--- src/rtl/spi_xfer_sequencer_pkg.sv ---
// Shared types and constants for the SPI byte sequencer.
package spi_pkg;
  localparam int SPI_BYTE_W = 8;
  localparam int GAP_W      = 4;

  typedef enum logic [2:0] {
    IDLE,
    LAUNCH,
    WAIT_LOW,
    WAIT_HIGH,
    CAPTURE,
    GAP
  } seq_state_t;
endpackage

--- src/rtl/spi_xfer_sequencer_if.sv ---
// Host TX/RX byte streams plus the SPI_driver handshake, bundled for the sequencer.
interface spi_xfer_sequencer_if;
  import spi_pkg::*;

  logic [SPI_BYTE_W-1:0] tx_data;
  logic                  tx_valid;
  logic                  tx_ready;
  logic [SPI_BYTE_W-1:0] rx_data;
  logic                  rx_valid;
  logic                  rx_ready;
  logic [SPI_BYTE_W-1:0] drv_data_in;
  logic                  drv_start;
  logic                  drv_en;
  logic [SPI_BYTE_W-1:0] drv_data_out;

  modport slave (
    input  tx_data, tx_valid, rx_ready, drv_en, drv_data_out,
    output tx_ready, rx_data, rx_valid, drv_data_in, drv_start
  );

  modport master (
    output tx_data, tx_valid, rx_ready, drv_en, drv_data_out,
    input  tx_ready, rx_data, rx_valid, drv_data_in, drv_start
  );
endinterface

--- src/rtl/spi_xfer_sequencer_fifo.sv ---
// sync_fifo: flop-based FIFO, power-of-two depth, occupancy counter one bit wider than the pointers.
module sync_fifo #(
  parameter  int WIDTH = 8,
  parameter  int DEPTH = 8,
  localparam int AW    = $clog2(DEPTH)
) (
  input  logic             clk,
  input  logic             rst,
  input  logic             push,
  input  logic [WIDTH-1:0] din,
  input  logic             pop,
  output logic [WIDTH-1:0] dout,
  output logic             full,
  output logic             empty,
  output logic [AW:0]      level
);
  logic [DEPTH-1:0][WIDTH-1:0] mem_q, mem_d;
  logic [AW-1:0]               wr_q, wr_d, rd_q, rd_d;
  logic [AW:0]                 cnt_q, cnt_d;
  logic                        do_push, do_pop;

  assign full    = (cnt_q == (AW+1)'(DEPTH));
  assign empty   = (cnt_q == '0);
  assign level   = cnt_q;
  assign do_push = push && !full;
  assign do_pop  = pop && !empty;
  // Storage is flops, so the head read is a register mux and settles with the counter.
  assign dout    = mem_q[rd_q];

  always_comb begin
    mem_d = mem_q;
    wr_d  = wr_q;
    rd_d  = rd_q;
    cnt_d = cnt_q;
    if (do_push) begin
      mem_d[wr_q] = din;
      wr_d        = wr_q + 1'b1;
    end
    if (do_pop) rd_d = rd_q + 1'b1;
    case ({do_push, do_pop})
      2'b10:   cnt_d = cnt_q + 1'b1;
      2'b01:   cnt_d = cnt_q - 1'b1;
      default: ;
    endcase
  end

  always_ff @(posedge clk) begin
    if (rst) begin
      mem_q <= '0;
      wr_q  <= '0;
      rd_q  <= '0;
      cnt_q <= '0;
    end else begin
      mem_q <= mem_d;
      wr_q  <= wr_d;
      rd_q  <= rd_d;
      cnt_q <= cnt_d;
    end
  end
endmodule

--- src/rtl/spi_xfer_sequencer.sv ---
// Byte-stream front end for SPI_driver: TX FIFO -> one SPI_start per byte -> RX FIFO.
// Define SPI_XFER_SEQ_RX_EN to build the RX FIFO/stream; otherwise the block is transmit-only.
module spi_xfer_sequencer
  import spi_pkg::*;
#(
  parameter int FIFO_DEPTH = 8,
  parameter int GAP_CYCLES = 2
) (
  input  logic                        clk,
  input  logic                        rst,
  spi_xfer_sequencer_if.slave         bus,
  output logic                        busy,
  output logic [$clog2(FIFO_DEPTH):0] tx_level
);
  localparam logic [GAP_W-1:0] GAP_LAST = (GAP_CYCLES > 0) ? GAP_W'(GAP_CYCLES - 1) : '0;

  seq_state_t            state_q, state_d;
  logic [GAP_W-1:0]      gap_cnt_q, gap_cnt_d;
  logic                  drv_start_q, drv_start_d;
  logic [SPI_BYTE_W-1:0] drv_data_q, drv_data_d;
  logic [SPI_BYTE_W-1:0] tx_head;
  logic                  tx_full, tx_empty, tx_push, tx_pop;
  logic                  rx_push, rx_space;

  assign bus.tx_ready    = !tx_full;
  assign tx_push         = bus.tx_valid && !tx_full;
  assign bus.drv_start   = drv_start_q;
  assign bus.drv_data_in = drv_data_q;
  assign busy            = (state_q != IDLE);

  sync_fifo #(.WIDTH(SPI_BYTE_W), .DEPTH(FIFO_DEPTH)) u_tx_fifo (
    .clk   (clk),
    .rst   (rst),
    .push  (tx_push),
    .din   (bus.tx_data),
    .pop   (tx_pop),
    .dout  (tx_head),
    .full  (tx_full),
    .empty (tx_empty),
    .level (tx_level)
  );

`ifdef SPI_XFER_SEQ_RX_EN
  logic                       rx_full, rx_empty;
  logic [$clog2(FIFO_DEPTH):0] rx_level;
  logic                       unused_rx;

  sync_fifo #(.WIDTH(SPI_BYTE_W), .DEPTH(FIFO_DEPTH)) u_rx_fifo (
    .clk   (clk),
    .rst   (rst),
    .push  (rx_push),
    .din   (bus.drv_data_out),
    .pop   (bus.rx_valid && bus.rx_ready),
    .dout  (bus.rx_data),
    .full  (rx_full),
    .empty (rx_empty),
    .level (rx_level)
  );

  assign bus.rx_valid = !rx_empty;
  // Only one byte is ever in flight, so a free RX slot at launch guarantees room at capture.
  assign rx_space     = !rx_full;
  assign unused_rx    = ^rx_level;
`else
  logic unused_rx;

  assign bus.rx_valid = 1'b0;
  assign bus.rx_data  = '0;
  assign rx_space     = 1'b1;
  assign unused_rx    = ^{bus.rx_ready, bus.drv_data_out, rx_push};
`endif

  always_comb begin
    state_d     = state_q;
    gap_cnt_d   = gap_cnt_q;
    drv_start_d = 1'b0;
    drv_data_d  = drv_data_q;
    tx_pop      = 1'b0;
    rx_push     = 1'b0;
    case (state_q)
      // Pop on the edge into LAUNCH so the registered start/data are both live during LAUNCH.
      IDLE: if (!tx_empty && rx_space) begin
        state_d     = LAUNCH;
        tx_pop      = 1'b1;
        drv_start_d = 1'b1;
        drv_data_d  = tx_head;
      end
      LAUNCH:    state_d = WAIT_LOW;
      WAIT_LOW:  if (!bus.drv_en) state_d = WAIT_HIGH;
      WAIT_HIGH: if (bus.drv_en)  state_d = CAPTURE;
      CAPTURE: begin
        rx_push   = 1'b1;
        gap_cnt_d = '0;
        state_d   = (GAP_CYCLES > 0) ? GAP : IDLE;
      end
      GAP: begin
        if (gap_cnt_q == GAP_LAST) state_d = IDLE;
        else                       gap_cnt_d = gap_cnt_q + 1'b1;
      end
      default: state_d = IDLE;
    endcase
  end

  always_ff @(posedge clk) begin
    if (rst) begin
      state_q     <= IDLE;
      gap_cnt_q   <= '0;
      drv_start_q <= 1'b0;
      drv_data_q  <= '0;
    end else begin
      state_q     <= state_d;
      gap_cnt_q   <= gap_cnt_d;
      drv_start_q <= drv_start_d;
      drv_data_q  <= drv_data_d;
    end
  end
endmodule

--- src/flat_wrapper.sv ---
// flat-port wrapper written by rule: the top's interface ports become plain ports
module spi_xfer_sequencer_flat import spi_pkg::*;
#(
  parameter int FIFO_DEPTH = 8,
  parameter int GAP_CYCLES = 2
)
  (clk, rst, busy, tx_level, bus_tx_data, bus_tx_valid, bus_rx_ready, bus_drv_en, bus_drv_data_out, bus_tx_ready, bus_rx_data, bus_rx_valid, bus_drv_data_in, bus_drv_start);
  spi_xfer_sequencer_if bus_i ();
  input  logic clk;
  input  logic rst;
  output logic busy;
  output logic [$clog2(FIFO_DEPTH):0] tx_level;
  input wire logic [$bits(bus_i.tx_data)-1:0] bus_tx_data;
  input wire logic [$bits(bus_i.tx_valid)-1:0] bus_tx_valid;
  input wire logic [$bits(bus_i.rx_ready)-1:0] bus_rx_ready;
  input wire logic [$bits(bus_i.drv_en)-1:0] bus_drv_en;
  input wire logic [$bits(bus_i.drv_data_out)-1:0] bus_drv_data_out;
  output wire logic [$bits(bus_i.tx_ready)-1:0] bus_tx_ready;
  output wire logic [$bits(bus_i.rx_data)-1:0] bus_rx_data;
  output wire logic [$bits(bus_i.rx_valid)-1:0] bus_rx_valid;
  output wire logic [$bits(bus_i.drv_data_in)-1:0] bus_drv_data_in;
  output wire logic [$bits(bus_i.drv_start)-1:0] bus_drv_start;
  assign bus_i.tx_data = bus_tx_data;
  assign bus_i.tx_valid = bus_tx_valid;
  assign bus_i.rx_ready = bus_rx_ready;
  assign bus_i.drv_en = bus_drv_en;
  assign bus_i.drv_data_out = bus_drv_data_out;
  assign bus_tx_ready = bus_i.tx_ready;
  assign bus_rx_data = bus_i.rx_data;
  assign bus_rx_valid = bus_i.rx_valid;
  assign bus_drv_data_in = bus_i.drv_data_in;
  assign bus_drv_start = bus_i.drv_start;
  spi_xfer_sequencer #(.FIFO_DEPTH(FIFO_DEPTH), .GAP_CYCLES(GAP_CYCLES)) u_core (.clk(clk), .rst(rst), .bus(bus_i), .busy(busy), .tx_level(tx_level));
endmodule
--- config.mk ---
export PLATFORM = sky130hd
export DESIGN_NAME = spi_xfer_sequencer_flat
export DESIGN_NICKNAME = d
export VERILOG_FILES = /design/src/rtl/spi_xfer_sequencer_pkg.sv /design/src/rtl/spi_xfer_sequencer_if.sv /design/src/rtl/spi_xfer_sequencer_fifo.sv /design/src/rtl/spi_xfer_sequencer.sv /design/src/flat_wrapper.sv
export SDC_FILE = /design/constraint.sdc
export NUM_CORES = 1
export LEC_CHECK = 0
export CORE_MARGIN = 5
export CORE_UTILIZATION = 50
export CTS_BUF_LIST = sky130_fd_sc_hd__clkbuf_8
export CTS_CLUSTER_SIZE = 10
export DETAILED_ROUTE_END_ITERATION = 7
export PLACE_DENSITY = 0.8
export SLEW_MARGIN = 20
export SYNTH_ARGS = -nofsm -noshare
export SYNTH_HDL_FRONTEND = slang
export SYNTH_HIERARCHICAL = 1
export SYNTH_SLANG_ARGS = --single-unit
--- constraint.sdc ---
create_clock -name clk -period 5.2 [get_ports clk]
set_input_delay 1.3 -clock clk [delete_from_list [all_inputs] [get_ports clk]]
set_output_delay 1.3 -clock clk [all_outputs]
set_load 0.01 [all_outputs]
==> results of run 1 <==
## state kept, by name, indices dropped and copies added, names as in the netlist
name,cells
u_core/u_tx_fifo/rd_q,3
u_core/bus.drv_start,1
u_core/bus.drv_data_in,8
u_core/u_tx_fifo/level,4
u_core/state_q,3
u_core/u_tx_fifo/mem_q,64
u_core/u_tx_fifo/wr_q,3
u_core/gap_cnt_q,4
## cell families after synthesis
kind of cell,Yosys count
adder cells (fa/ha/maj),8
multiplexers,98
other,1
AO/OA/AOI/OAI,21
buffers and inverters,51
flip-flops,90
XOR/XNOR,6
AND/OR/NAND/NOR,131
## layer usage
layer	track usage, %	up-vias	routed length [µm]
met3	4.270	7	334
met4	5.010	0	60
met1	21.39	1368	3729
li1	-	1390	-
met2	26.91	57	3984
met5	0	-	0
## final timing paths
kind	from	to	slack (ps)	depth (start not counted)
setup / recovery	bus_tx_valid	u_core/u_tx_fifo/level[3]	1560	9
hold / removal	u_core/u_tx_fifo/mem_q[61]	u_core/u_tx_fifo/mem_q[61]	490	2
setup reg to reg	u_core/u_tx_fifo/level[1]	u_core/u_tx_fifo/level[3]	2020	10
hold reg to reg	u_core/u_tx_fifo/mem_q[61]	u_core/u_tx_fifo/mem_q[61]	490	2
## power groups by stage
stage               clock network [mW]  registers (mW)  logic [mW]
floorplan                            0           0.809       0.418
finish                           0.478           0.854       0.484
global placement                     0           0.863       0.468
detailed placement                   0           0.869       0.484
CTS                              0.497           0.853       0.487
global route                     0.521           0.869       0.532
## area by class of cell
cell class,count,area (µm²),share of cell area (%)
Sequential cell,90,1803,39.00
Clock inverter,4,51.30,1.110
Timing Repair Buffer,29,277.8,6.008
Clock buffer,11,151.4,3.275
Tap cell,105,131.4,2.842
Inverter,7,31.28,0.6766
Multi-Input combinational cell,273,2177,47.09
## worst reg2reg max path, cell delays in order (launching register included)
cell	delay, ps
sky130_fd_sc_hd__dfxtp_1	470
sky130_fd_sc_hd__or4b_1	360
sky130_fd_sc_hd__inv_6	100
sky130_fd_sc_hd__nor2b_1	460
sky130_fd_sc_hd__nand2_1	210
sky130_fd_sc_hd__ha_1	290
sky130_fd_sc_hd__ha_1	330
sky130_fd_sc_hd__a21oi_1	190
sky130_fd_sc_hd__a21oi_1	100
sky130_fd_sc_hd__or4_1	460
sky130_fd_sc_hd__a21oi_1	140
## synthesized netlist by cell type (all sizes together), types with 6 or more instances
master	instances	area, µm²
buf	21	155.1
nand2	6	22.52
mux2	9	101.4
ha	7	87.58
a21oi	10	50.05
mux4	16	360.4
clkbuf	23	86.33
mux2i	73	730.7
nor2	90	340.3
inv	7	31.28
dfxtp	90	1802
==> out/metrics.yaml, run 1 <==
drt-vias-per-instance: 5.437
postSynthRegisterBits: 90
critPathLaunchType: "primary input"
layout_min_cycle_time_ps: 3644
setup.worst_path.class: "primary input to flop"
total_leakage_power_nw: 1.834
rows: 33
design.die.area_um2: 10350
num_vias: 2822
chipWidth_um: 101.8
synth_simple_gate_area_share_pct: 15.31
placed_area_um2: 4419
hold_path.class: "flop to flop"
utilization_pct: 56.27
period_share_pct: 70.08
yosys.cell_types.count: 50
htree_levels: 3
grt-ovfl-total: 0
grt_setup_unrepaired: "false"
cts.sinks: 90
synth-compound-area-share_pct: 3.181
initial_utilization_pct: 51.23
number_of_endpoints_failing_setup_at_the_final_stage: 0
arrival_ps: 3920
cpMaxStageDelayCell: "sky130_fd_sc_hd__or4_1"
synth_fa_ha_area_share_pct: 2.556
initial_antenna_violation_count: 0
worst-path-buf-inv: 1
grt_first_pass_wirelength_um: 13280
synth_top_flop_cell: "sky130_fd_sc_hd__dfxtp_1"
post_synth_mux_area_share_pct: 28.33
most_frequent_cells_in_the_layout: "sky130_fd_sc_hd__nor2_1 (89), sky130_fd_sc_hd__dfxtp_1 (89), sky130_fd_sc_hd__mux2i_1 (73)"
clk_root_buffer_cell: "sky130_fd_sc_hd__clkbuf_8"
dp_hpwl_um: 5336
drt-pass1-iter-count: 4
grt_max_degree: 48
cap_violations: 0
core_area_um2: 8217
setup_slack_ps: 1556
layout-drive-gt1-share_pct: 13.53
fmax_ghz: 0.2744
ys.warnings.count: 6
clk-insertion-delay-late_ps: 350
areaGrowthSynthToFinish_pct: 9.839
io_buffer_count: 26
place_inst: 504
path_clk_slew_ps: 90
clk_path_buf_depth: 2
power.share.sequential_pct: 47.1
timing.hold.ws_ps: 493.3
ir_worst_vdd_mv: 0.1975
timing_hold_violations_final: 0
synth_top_family_by_area: "multiplexers"
routedWlPerCell_um: 15.62
postSynth.asyncResetShare_pct: 0
tightestPinTransition_ps: 1055
synth_cells: 406
globalplace.congestion: 0.7709
ant_nets: 0
postCtsResizedCells: 0
power.switching_mw: 0.5634
die_h_um: 101.8
design_power_total_mw: 1.816
cp_slowest_stage_delay_ps: 460
postLayoutCellArea_um2: 4623
cts_setup_buffers: 0
drc_violations_left: 0
worstPathRequired_ps: 5480
postRouteWirelength_um: 8108
max_slew_margin_vs_limit_pct: 29.58
detailedRoute.firstIterationViolations: 144
globalRouteTotalUtil_pct: 16.44
syn_area_um2: 4209
post_synth.cell_area_avg_um2: 10.37
critical_path_peak_fanout: 8
clock_tree_from_tritoncts: "done"
instances_no_fill: 519
cp_cell_sequence: "clkdlybuf4s50_1, nor2b_1, nand2_1, ha_1, ha_1, a21oi_1, a21oi_1, or4_1, a21oi_1"
cellPowerDensity_nw_per_um2: 392.8
finish.net_count: 439
design.portCount: 45
dp_slack_ps: 1204
post_route_setup_tns_ps: 0
sw_share_pct: 31.03
hold_buffers: 0
insertedDiodeCount: 0
synth-edff-count: 0
intPower_mw: 1.252
clock_skew_ps: 9.435
combinational_fraction_of_design_power_pct: 26.6
largest_delay_contributor_family_on_the_critical_path: "simple AND/OR/NAND/NOR gates"
critical-path-top-cell-by-count: "sky130_fd_sc_hd__a21oi_1"
final-max-slew-violation-count: 0
cts_inserted_buffers: 9
outcome: "finished clean"
n_fill_cell: 707
power_frac_clock_pct: 26.3
number_of_global_route_vias_before_repair: 2701
synth_xor_xnor_area_share_pct: 1.249
cp-end-kind: "flop"
synth.yosys.seq_area_share_pct: 42.81
No activity file was read; power rests on OpenSTA's default activity.
==> inputs of run 2 (changes only) <==
PLACE_DENSITY = 0.83   (was 0.8)
clock period = 3.1 ns   (was 5.2 ns; I/O delays follow)
==> out/metrics.yaml, run 2 (synthesis gave the netlist of run 1 again) <==
postCtsResizedCells: 0  # unchanged
setup.worst_path.class: "flop to flop"  # was primary input to flop
final-max-slew-violation-count: 0  # unchanged
routedWlPerCell_um: 15.44  # was 15.62 µm
timing_hold_violations_final: 0  # unchanged
drt-pass1-iter-count: 4  # unchanged
globalplace.congestion: 0.8246  # was 0.7709
grt_setup_unrepaired: "false"  # unchanged
number_of_global_route_vias_before_repair: 2895  # was 2701
drc_violations_left: 0  # unchanged
globalRouteTotalUtil_pct: 17.00  # was 16.44%
core_area_um2: 8217  # unchanged
hold_path.class: "flop to flop"  # unchanged
cts_inserted_buffers: 9  # unchanged
startpoint: "u_core/u_tx_fifo/level[2]"  # was bus_tx_valid
layout_min_cycle_time_ps: 2924
areaGrowthSynthToFinish_pct: 13.64  # was 9.839%
insertedDiodeCount: 0  # unchanged
fmax_ghz: 0.3420
design_power_total_mw: 3.266  # was 1.816 mW
clk-insertion-delay-late_ps: 360  # was 350 ps
number_of_endpoints_failing_setup_at_the_final_stage: 0  # unchanged
clock_tree_from_tritoncts: "done"  # unchanged
r2r_start: "u_core/u_tx_fifo/level[2]"  # was u_core/u_tx_fifo/level[1]
htree_levels: 3  # unchanged
grt_first_pass_wirelength_um: 13690  # was 13280 µm
clk_root_buffer_cell: "sky130_fd_sc_hd__clkbuf_8"  # unchanged
cp-end-kind: "flop"  # unchanged
grt_max_degree: 47  # was 48
dp_hpwl_um: 5521  # was 5336 µm
timing.hold.ws_ps: 495.5  # was 493.3 ps
drt-vias-per-instance: 5.434  # was 5.437
total_leakage_power_nw: 1.923  # was 1.834 nW
rows: 33  # unchanged
cts_setup_buffers: 0  # unchanged
clk_path_buf_depth: 2  # unchanged
cellPowerDensity_nw_per_um2: 682.8  # was 392.8 nW/µm²
worst_hold_startpoint: "u_core/u_tx_fifo/mem_q[16]"  # was u_core/u_tx_fifo/mem_q[61]
path_clk_slew_ps: 90  # about the same
largest_register_ff_count: 64  # unchanged
die_h_um: 101.8  # unchanged
clock_skew_ps: 10.94  # was 9.435 ps
design.die.area_um2: 10350  # unchanged
layout-drive-gt1-share_pct: 16.32  # was 13.53%
utilization_pct: 58.22  # was 56.27%
outcome: "finished clean"  # unchanged
ant_nets: 0  # unchanged
num_vias: 2902  # was 2822
grt-ovfl-total: 0  # unchanged
initial_utilization_pct: 51.23  # unchanged
io_buffer_count: 26  # unchanged
most_frequent_cells_in_the_layout: "sky130_fd_sc_hd__dfxtp_1 (90), sky130_fd_sc_hd__nor2_1 (89), sky130_fd_sc_hd__mux2i_1 (73)"  # was sky130_fd_sc_hd__nor2_1 (89), sky130_fd_sc_hd__dfxtp_1 (89), sky130_fd_sc_hd__mux2i_1 (73)
largest_register_by_flop_count: "u_core/u_tx_fifo/mem_q"  # unchanged
finish.net_count: 453  # was 439
setup_slack_ps: 176.0  # was 1556 ps
critPathLaunchType: "flop"  # was primary input
cap_violations: 0  # unchanged
chipWidth_um: 101.8  # unchanged
worstPathRequired_ps: 3390  # was 5480 ps
arrival_ps: 3210  # was 3920 ps
ir_worst_vdd_mv: 0.3159  # was 0.1975 mV
dp_slack_ps: -59.03  # was 1204 ps
design.portCount: 45  # unchanged
initial_antenna_violation_count: 0  # unchanged
period_share_pct: 94.32
layout_commonest_cell: "sky130_fd_sc_hd__dfxtp_1"
critical_path_peak_fanout: 8  # unchanged
detailedRoute.firstIterationViolations: 98  # was 144
hold_buffers: 0  # unchanged
cts.sinks: 90  # unchanged
postRouteWirelength_um: 8243  # was 8108 µm
==> run 2: per-stage QoR <==
stage	std cells	instance area, µm²	TNS [ps]
2_1_floorplan	414	4239	0
3_3_place_gp	518	4537	0
3_5_place_dp	518	4537	-59.03
4_1_cts	534	4783	0
5_1_grt	534	4783	0
6_report	534	4783	0
==> run 2: path summary, 6_finish.rpt <==
path	slack, ps	end	cells past startpoint
min	500	u_core/u_tx_fifo/mem_q[16]	2
max	180	u_core/u_tx_fifo/level[3]	10
max reg2reg	180	u_core/u_tx_fifo/level[3]	10
min reg2reg	500	u_core/u_tx_fifo/mem_q[16]	2
==> run 2: where the power goes <==
group / internal [mW] / leakage [nW] / switching [mW]
combinational: 0.485 / 1.08 / 0.479
sequential: 1.26 / 0.729 / 0.0927
clock: 0.541 / 0.116 / 0.414
total: 2.28 / 1.92 / 0.986
==> run 2: layout make-up <==
cell class,instances,area [µm²]
Clock inverter,7,122.6
Timing Repair Buffer,43,395.4
Clock buffer,9,123.9
Inverter,7,31.28
Fill cell,683,3433
Multi-Input combinational cell,273,2177
Tap cell,105,131.4
Sequential cell,90,1802
==> run 2: worst max-delay path, stage by stage, from the launching register on <==
cell                      delay (ps)
sky130_fd_sc_hd__dfxtp_1         370
sky130_fd_sc_hd__or4b_1          670
sky130_fd_sc_hd__inv_6           180
sky130_fd_sc_hd__nor2b_1         100
sky130_fd_sc_hd__nand2_1         100
sky130_fd_sc_hd__ha_1            210
sky130_fd_sc_hd__ha_1            280
sky130_fd_sc_hd__a21oi_1         210
sky130_fd_sc_hd__a21oi_1         120
sky130_fd_sc_hd__or4_1           470
sky130_fd_sc_hd__a21oi_1         160
==> run 2: layer usage <==
layer,track usage (%),routed length [µm],up-vias
li1,-,-,1418
met1,20.96,3566,1410
met2,29.07,4173,70
met3,4.959,468,4
met4,4.499,34,0
met5,0,0,-
